$ cat src/rtl/fpu_ss_wb_arbiter.sv
// FPU subsystem writeback arbiter: FPU/load results to FPR write port and integer result register.
// Optional macro FPU_SS_WB_RR_EN selects round-robin FPR conflict resolution.
module fpu_ss_wb_arbiter #(
   parameter int unsigned MEM_PRIO = 1
) (
   input  logic        clk_i,
   input  logic        rst_i,
   input  logic        fpu_valid_i,
   output logic        fpu_ready_o,
   input  logic [31:0] fpu_result_i,
   input  logic [9:0]  fpu_tag_i,
   input  logic        mem_valid_i,
   output logic        mem_ready_o,
   input  logic [31:0] mem_rdata_i,
   input  logic [9:0]  mem_tag_i,
   output logic        fpr_we_o,
   output logic [4:0]  fpr_waddr_o,
   output logic [31:0] fpr_wdata_o,
   output logic        result_valid_o,
   input  logic        result_ready_i,
   output logic [31:0] result_data_o,
   output logic [4:0]  result_rd_o,
   output logic [3:0]  result_id_o
);

   logic        fpu_fp;
   logic        conflict;
   logic        mem_win;
   logic        int_free;
   logic        fpu_fire;
   logic        mem_fire;

   logic        fpr_we_q, fpr_we_d;
   logic [4:0]  fpr_waddr_q, fpr_waddr_d;
   logic [31:0] fpr_wdata_q, fpr_wdata_d;
   logic        res_valid_q, res_valid_d;
   logic [31:0] res_data_q, res_data_d;
   logic [4:0]  res_rd_q, res_rd_d;
   logic [3:0]  res_id_q, res_id_d;

   // Loads always target the FPR file, so the rest of their tag is ignored.
   logic        unused_mem_tag;
   assign unused_mem_tag = ^mem_tag_i[4:0];

   assign fpu_fp   = fpu_tag_i[4];
   assign conflict = fpu_valid_i & fpu_fp & mem_valid_i;
   assign int_free = ~res_valid_q | result_ready_i;

`ifdef FPU_SS_WB_RR_EN
   logic rr_mem_q, rr_mem_d;

   assign mem_win  = rr_mem_q;
   assign rr_mem_d = conflict ? ~rr_mem_q : rr_mem_q;

   always_ff @(posedge clk_i) begin
      if (rst_i) begin
         rr_mem_q <= 1'b1;
      end else begin
         rr_mem_q <= rr_mem_d;
      end
   end
`else
   assign mem_win = (MEM_PRIO != 0);
`endif

   assign mem_ready_o = ~rst_i & (~conflict | mem_win);
   assign fpu_ready_o = ~rst_i & (fpu_fp ? (~conflict | ~mem_win) : int_free);

   assign mem_fire = mem_valid_i & mem_ready_o;
   assign fpu_fire = fpu_valid_i & fpu_ready_o;

   always_comb begin
      fpr_we_d    = mem_fire | (fpu_fire & fpu_fp);
      fpr_waddr_d = fpr_waddr_q;
      fpr_wdata_d = fpr_wdata_q;
      if (mem_fire) begin
         fpr_waddr_d = mem_tag_i[9:5];
         fpr_wdata_d = mem_rdata_i;
      end else if (fpu_fire & fpu_fp) begin
         fpr_waddr_d = fpu_tag_i[9:5];
         fpr_wdata_d = fpu_result_i;
      end
   end

   always_comb begin
      res_valid_d = res_valid_q;
      res_data_d  = res_data_q;
      res_rd_d    = res_rd_q;
      res_id_d    = res_id_q;
      if (fpu_fire & ~fpu_fp) begin
         res_valid_d = 1'b1;
         res_data_d  = fpu_result_i;
         res_rd_d    = fpu_tag_i[9:5];
         res_id_d    = fpu_tag_i[3:0];
      end else if (result_ready_i) begin
         res_valid_d = 1'b0;
      end
   end

   always_ff @(posedge clk_i) begin
      if (rst_i) begin
         fpr_we_q    <= 1'b0;
         fpr_waddr_q <= '0;
         fpr_wdata_q <= '0;
         res_valid_q <= 1'b0;
         res_data_q  <= '0;
         res_rd_q    <= '0;
         res_id_q    <= '0;
      end else begin
         fpr_we_q    <= fpr_we_d;
         fpr_waddr_q <= fpr_waddr_d;
         fpr_wdata_q <= fpr_wdata_d;
         res_valid_q <= res_valid_d;
         res_data_q  <= res_data_d;
         res_rd_q    <= res_rd_d;
         res_id_q    <= res_id_d;
      end
   end

   assign fpr_we_o       = fpr_we_q;
   assign fpr_waddr_o    = fpr_waddr_q;
   assign fpr_wdata_o    = fpr_wdata_q;
   assign result_valid_o = res_valid_q;
   assign result_data_o  = res_data_q;
   assign result_rd_o    = res_rd_q;
   assign result_id_o    = res_id_q;

endmodule

$ cat config.mk
export PLATFORM = sky130hd
export DESIGN_NAME = fpu_ss_wb_arbiter
export DESIGN_NICKNAME = d
export VERILOG_FILES = /design/src/rtl/fpu_ss_wb_arbiter.sv
export SDC_FILE = /design/constraint.sdc
export NUM_CORES = 1
export LEC_CHECK = 0
export ABC_CLOCK_PERIOD_IN_PS = 1200
export BUFFER_PORTS_ARGS = -buffer_cell sky130_fd_sc_hd__buf_2
export CORE_MARGIN = 2
export CORE_UTILIZATION = 41
export DETAILED_ROUTE_END_ITERATION = 10
export GPL_ROUTABILITY_DRIVEN = 0
export GPL_TIMING_DRIVEN = 0
export PLACE_DENSITY = 0.87
export SLEW_MARGIN = 20
export SYNTH_ARGS = -nofsm -noshare
export SYNTH_HDL_FRONTEND = slang
export SYNTH_SLANG_ARGS = --single-unit
$ cat constraint.sdc
create_clock -name clk_i -period 1.2 [get_ports clk_i]
set_clock_uncertainty 0.15 [all_clocks]
set_input_delay 0.3 -clock clk_i [delete_from_list [all_inputs] [get_ports clk_i]]
set_output_delay 0.3 -clock clk_i [all_outputs]
set_load 0.005 [all_outputs]
### Word level (Yosys, flattened, before mapping)

Index checks and enable logic that the tools add are counted.

* logic and storage cells: 29
* output and inout bits: 82
* bits in registers: 80

* bitwise operators: 13
* reduce and logical (&&, ||, !) cells: 2
* mux-type cells: 7

Operators with widths (number)
* 32-bit 2-to-1 mux: 2
* 5-bit 2-to-1 mux: 2
* 1-bit bitwise AND: 7
* 1-bit inverter: 4
* 2-bit nonzero test: 2
* 1-bit 2-to-1 mux: 3
* 1-bit OR: 2

### Logic depth before layout (Yosys ltp)

Gate-level depths: netlist of run 1.

* word-level depth: 9
* mapped depth: 5

### Worst setup path before layout of run 1

No wires, ideal clock.

* kind: input-to-output
* start: in mem_valid_i
* end: out fpu_ready_o
* required time: 0.750 ns
* stages on the path: 3
* data arrival time: 0.937 ns
* path slack: -0.187 ns
* path buffers: 2
* cell sequence: buf_4 -> buf_2 -> a311oi_1

* word-level cells in the longest chain between the ends: 4

Ends and longest elaborated chain
* start, declared: line 12 `input logic mem_valid_i,`
* 1-bit bitwise AND: line 46 `assign conflict = fpu_valid_i & fpu_fp & mem_valid_i;`
* 1-bit inverter: line 67 `assign fpu_ready_o = ~rst_i & (fpu_fp ? (~conflict | ~mem_win) : int_free);`
* 1-bit 2-to-1 mux: line 67
* 1-bit bitwise AND: line 67
* end, declared: line 9 `output logic fpu_ready_o,`

No other way between the ends.

### Worst setup path after layout of run 1

* start: reg res_valid_q (netlist: result_valid_o)
* end: out fpu_ready_o

* word-level cells in the longest chain between the ends: 4

Ends and longest elaborated chain
* start, declared: line 36 `logic res_valid_q, res_valid_d;`
* start signal, assigned: line 113 `res_valid_q <= res_valid_d;`
* 1-bit inverter: line 47 `assign int_free = ~res_valid_q | result_ready_i;`
* 1-bit OR: line 47
* 1-bit 2-to-1 mux: line 67
* 1-bit bitwise AND: line 67

No other way between the ends.

==> reports/metrics.yaml, run 1 <==
core_area_mm2: 0.007807
maxSlewHeadroom_pct: 69.66
synth_ff_type: "dfxtp_1"
drt_pass1_iterations: 4
netlist_instances: 364
outcome: "complete, but fails checks"
place_inst: 631
r2r_setup_slack_ns: -0.21
synth_edf_count: 0
p_leak_uw: 0.002624
core.rowCount: 32
clockRootBuffer: "clkbuf_8"
finalInstanceArea_mm2: 0.005235
cp_data_arrival_time_ns: 1.18
antenna_found_initial: 0
cp_slowest_cell: "dfxtp_2"
ys_types: 21
crit_fanout: 2
violations: "setup timing"
path_clk_slew_ns: 0.08
grt-ovfl-total: 0
slowest_delay_ns: 0.34
finalNonFillerCells: 674
port_buffers: 165
drt-total-wl_mm: 11.45
startpoint_type: "flip-flop"
die_w_um: 94.37
drt-initial-drc-count: 110
synth.area.top_cells: "dfxtp_1 48%, nand3_1 12%, mux2i_1 11%, o211ai_1 9.2%, o21ai_2 5.0%"
grt_max_degree: 12
finalHoldViolCount: 0
grt_use_total_pct: 25.01
ys_seq_area_share_pct: 47.83
die-area_mm2: 0.008905
cp-end-kind: "output pin"
grt_first_pass_wirelength_mm: 17.38
vias: 3635
power.density_mw_per_mm2: 1086
final_layout_size_suffix_gt1_share_pct: 60.66
syn-num-nets: 453
cts_max_level: 3
setup_viol: 122
fmax_mhz: 613.8
fillers: 635
syn2layout_area_growth_pct: 56.35
report.power.total_uw: 5683
nets: 659
synth.ff_latch_count: 80
ctsLongestPathBuffers: 2
ioPinCount: 171
numCtsBuffers: 9
antenna_cells: 0
synth_area_mm2: 0.003348
peakVddDrop_uv: 600.2
setup_ws_ns: -0.4291
grt_pass1_vias: 3619
yosysTopAreaCell: "dfxtp_1"
yosysWarnings: 0
final_antenna_net_count: 0
fin_crit_ns: 1.629
cp.required_ns: 0.75
tritoncts: "yes"
clkLatencyLatePin_ns: 0.34
wl_per_cell_um: 16.99
multiInputGateArea_mm2: 0.001563
syn_avg_cell_area_um2: 9.198
start_util_pct: 42.88
regArea_mm2: 0.001700
criticalPathCategory: "reg -> out"
vias_per_cell: 5.393
yosysTopAreaCellShare_pct: 47.83
rsz0062_at_grt: "yes"
maxSlewViolCount: 0
hold_path_class: "in -> reg"
drc: 0
timing.final.crit_share_pct: 135.8
placed_area_mm2: 0.004333
worst_pin_slew_ns: 0.4550
worstPathCellList: "nand2b_4 > nor2_2 > a311oi_2 > buf_2"
drv_cap: 0
async_reset_ff_share_pct: 0
fp.dieH_um: 94.37
dp_hpwl_mm: 7.717
clock-sinks: 80
## logic make-up after synthesis
| logic type | Yosys count | share of synthesized area, % |
|---|---|---|
| compound gates | 81 | 17.41 |
| buf+inv | 41 | 6.203 |
| flops | 80 | 47.83 |
| mux | 37 | 11.06 |
| simple gates | 125 | 17.49 |
## worst max-delay path, delay by kind of cell, from the launching register on
kind | cells | cell delay (ns)
flops | 1 | 0.34
simple gates | 2 | 0.11
buf+inv | 1 | 0.16
compound gates | 1 | 0.23
## routing by layer
metal	up-vias	routed length [µm]	GRT usage, %	part of all wire (%)
met4	0	242	9.541	2.1
met5	-	0	0	0
met1	1753	4404	27.84	38
met3	22	671	6.065	5.9
met2	134	6134	45.89	54
li1	1726	-	-	-
## power by group
part	total (µW)	internal (µW)	switching (µW)
logic	1110	596	518
clock network	1610	712	896
registers	2960	2860	106
## Yosys cell counts (2+ instances only)
| library cell | number |
|---|---|
| a21oi_1 | 2 |
| buf_2 | 22 |
| buf_6 | 3 |
| clkbuf_1 | 12 |
| dfxtp_1 | 80 |
| mux2i_1 | 37 |
| nand2_1 | 41 |
| nand2b_1 | 2 |
| nand3_1 | 78 |
| o211ai_1 | 41 |
| o21ai_0 | 18 |
| o21ai_2 | 19 |
## placed cells by master, fill, tap and decap left out, types with 18 or more instances in the layout
cell,n
buf_4,27
buf_6,49
dfxtp_2,79
buf_2,137
o21ai_0,18
nand3_1,78
o211ai_1,41
mux2i_1,37
nand2_1,41
o21ai_2,19
## sequential cells by signal, summed over array words and instances (netlist names)
signal and flops:
fpr_wdata_o 32, fpr_waddr_o 5, result_valid_o 1, result_data_o 32, fpr_we_o 1, result_id_o 4
result_rd_o 5
## final timing paths
kind	start	depth (start not counted)	endpoint
worst max register to register	result_valid_o$_SDFFE_PP0P_	6	result_data_o[17]$_SDFFE_PP0P_
worst min-delay path	fpu_tag_i[0]	3	result_id_o[0]$_SDFFE_PP0P_
worst min register to register	fpr_wdata_o[21]$_SDFFE_PP0P_	2	fpr_wdata_o[21]$_SDFFE_PP0P_
worst max-delay path	result_valid_o$_SDFFE_PP0P_	4	fpu_ready_o
## final cells by class
type | count | share of cell area [%]
Clock inverter | 2 | 0.1912
Multi-Input combinational cell | 243 | 29.85
Timing Repair Buffer | 198 | 26.39
Inverter | 2 | 0.1912
Sequential cell | 80 | 32.48
Clock buffer | 11 | 2.510
Buffer | 36 | 5.951
Tap cell | 102 | 2.438
## stage by stage
stage / hold WS [ns] / utilization (%) / setup WS, ns / TNS (ns)
2_1_floorplan: 0.2191 / - / -0.05934 / -0.05934
3_3_place_gp: 0.3022 / 55.50 / -0.3573 / -20.88
3_5_place_dp: 0.3108 / 55.50 / -0.3769 / -23.61
4_1_cts: 0.01356 / 64.25 / -0.4645 / -8.694
5_1_grt: 0.02247 / 67.05 / -0.4883 / -13.66
6_report: 0.02085 / 67.05 / -0.4291 / -9.121
## timing repair
item                       in CTS  in global routing
resized for setup             142                 36
pin swaps                      64                 13
setup endpoints to repair     124                153
setup buffers                  18                 10
hold buffers                    0                  0
cloned                          6                  0
No activity file was read; power rests on OpenSTA's default activity.
==> run 2, diff against run 1 <==
- CORE_UTILIZATION: 41 -> 35
- PLACE_DENSITY: 0.87 -> 0.78
==> run 2 against run 1 <==
Compared with the run above:
- the run still ends with setup timing left
- non-clock buffer count fell by 9
- die area increased by 16%
- first-iteration DRC count down 18%
- clock power grew 22%
- sequential power about the same
- combinational power is 5% lower
- design area decreased by 0.62%
- largest power group unchanged
==> reports/metrics.yaml, run 2 (synthesized netlist as in run 1, its figures left out) <==
vias_per_cell: 5.017
vias: 3487
clockRootBuffer: "clkbuf_8"
crit_fanout: 2
grt_max_degree: 14
drt-initial-drc-count: 90
path_clk_slew_ns: 0.08
min_from: "fpu_tag_i[3]"
clock-sinks: 80
final_cell_mix: "145 x buf_2, 80 x dfxtp_2, 78 x nand3_1"
reg2reg_depth: 7
finalInstanceArea_mm2: 0.005202
port_buffers: 165
power.density_mw_per_mm2: 1149
timing.rr.start: "result_valid_o$_SDFFE_PP0P_"
finalNonFillerCells: 695
r2r_end: "result_data_o[5]$_SDFFE_PP0P_"
numCtsBuffers: 9
cts_max_level: 3
grt_use_total_pct: 21.04
violations: "setup timing"
start_util_pct: 36.24
drc: 0
clkLatencyLatePin_ns: 0.34
antenna_found_initial: 0
report.power.total_uw: 5978
finalSetupTns_ns: -13.19
whs_endpoint: "result_id_o[3]$_SDFFE_PP0P_"
ctsLongestPathBuffers: 2
p_leak_uw: 0.002572
fin_util_pct: 56.30
holdPathStages: 3
maxSlewViolCount: 0
criticalPathCategory: "reg -> out"
setup_ws_ns: -0.4292
drt_pass1_iterations: 4
fillers: 866
tritoncts: "yes"
hold_path_class: "in -> reg"
drt-total-wl_mm: 11.03
cts_hold_buf: 0
worst_pin_slew_ns: 0.4688
ioPinCount: 171
place_inst: 658
syn2layout_area_growth_pct: 55.38
grt_first_pass_wirelength_mm: 17.04
setup_viol: 122
die-area_mm2: 0.01036
grt_pass1_vias: 3531
drv_cap: 0
maxSlewHeadroom_pct: 68.74
antenna_cells: 0
core.rowCount: 35
final_antenna_net_count: 0
timing.final.crit_share_pct: 135.8
wl_per_cell_um: 15.87
finalHoldViolCount: 0
cp-end-kind: "output pin"
placed_area_mm2: 0.004367
cp.required_ns: 0.75
fp.dieH_um: 101.8
rsz0062_at_grt: "yes"
cp_data_arrival_time_ns: 1.18
r2r_setup_slack_ns: -0.30
die_w_um: 101.8
nets: 650
outcome: "complete, but fails checks"
layout_commonest_cell: "buf_2"
fmax_mhz: 613.8
grt-ovfl-total: 0
startpoint_type: "flip-flop"
core_area_mm2: 0.009240
peakVddDrop_uv: 468.5
final_layout_size_suffix_gt1_share_pct: 60.25
dp_hpwl_mm: 7.915
fin_crit_ns: 1.629
[run 2: changes by cell type in the layout (fill, tap and decap cells not counted), sizes merged]
cell / delta
buf: -5
clkinvlp: +3
clkinv: -1
bufinv: +1
clkbuf: -4
[run 2: area by class of cell]
cell class / count / area, µm² / share of cell area, %
clock buffers: 11 / 131.4 / 2.525
flip-flops and latches: 80 / 1702 / 32.71
clock inverters: 5 / 57.56 / 1.106
multi-input cells: 243 / 1563 / 30.04
plain buffers: 37 / 317.8 / 6.109
inverters: 2 / 10.01 / 0.1924
repair buffers: 188 / 1260 / 24.22
well taps: 129 / 161.4 / 3.102
[run 2: layer usage]
layer  up-vias  share of wire, %  global-route usage [%]
met3        15               5.3                   4.072
li1       1699                 -                       -
met2       115                51                   36.89
met4         0               1.4                   6.653
met5         -                 0                       0
met1      1658                43                   25.92
[run 2: how the worst max path moves through the flow]
stage | start | end | slack (ns) | cells after the start
finish | result_valid_o$_SDFFE_PP0P_ | fpu_ready_o | -0.43 | 4
detailed placement | fpu_valid_i | fpr_wdata_o[4]$_SDFFE_PP0P_ | -0.42 | 6
global placement | mem_valid_i | fpu_ready_o | -0.38 | 5
global route | result_valid_o$_SDFFE_PP0P_ | fpu_ready_o | -0.49 | 4
CTS | result_valid_o$_SDFFE_PP0P_ | fpu_ready_o | -0.45 | 5
floorplan | mem_valid_i | fpu_ready_o | -0.06 | 3
[run 2: power breakdown]
group	internal, µW	total (µW)	leakage, µW	switching, µW
logic	563	1060	0.00180	500
clock network	961	1960	0.0000856	1000
registers	2850	2950	0.000688	98.8
[run 2: what timing repair did]
item | 4_1_cts | 5_1_grt
setup endpoints to repair | 146 | 152
gates resized for setup | 134 | 39
pin swaps | 71 | 14
buffers inserted | 21 | 6
cloned | 4 | 0
[run 2: critical path, cell delays in order, from the launching register on]
cell and delay, ns:
dfxtp_2 0.34, nand2b_4 0.07, nor2_2 0.04, a311oi_2 0.23, buf_2 0.16
[run 2: metrics by stage]
stage / setup WS (ns) / hold slack, ns
after global routing: -0.4857 / 0.01214
after floorplan: -0.05934 / 0.2191
final: -0.4292 / 0.02120
after CTS: -0.4464 / 0.006579
after detailed placement: -0.4224 / 0.3093
after global placement: -0.3752 / 0.3033
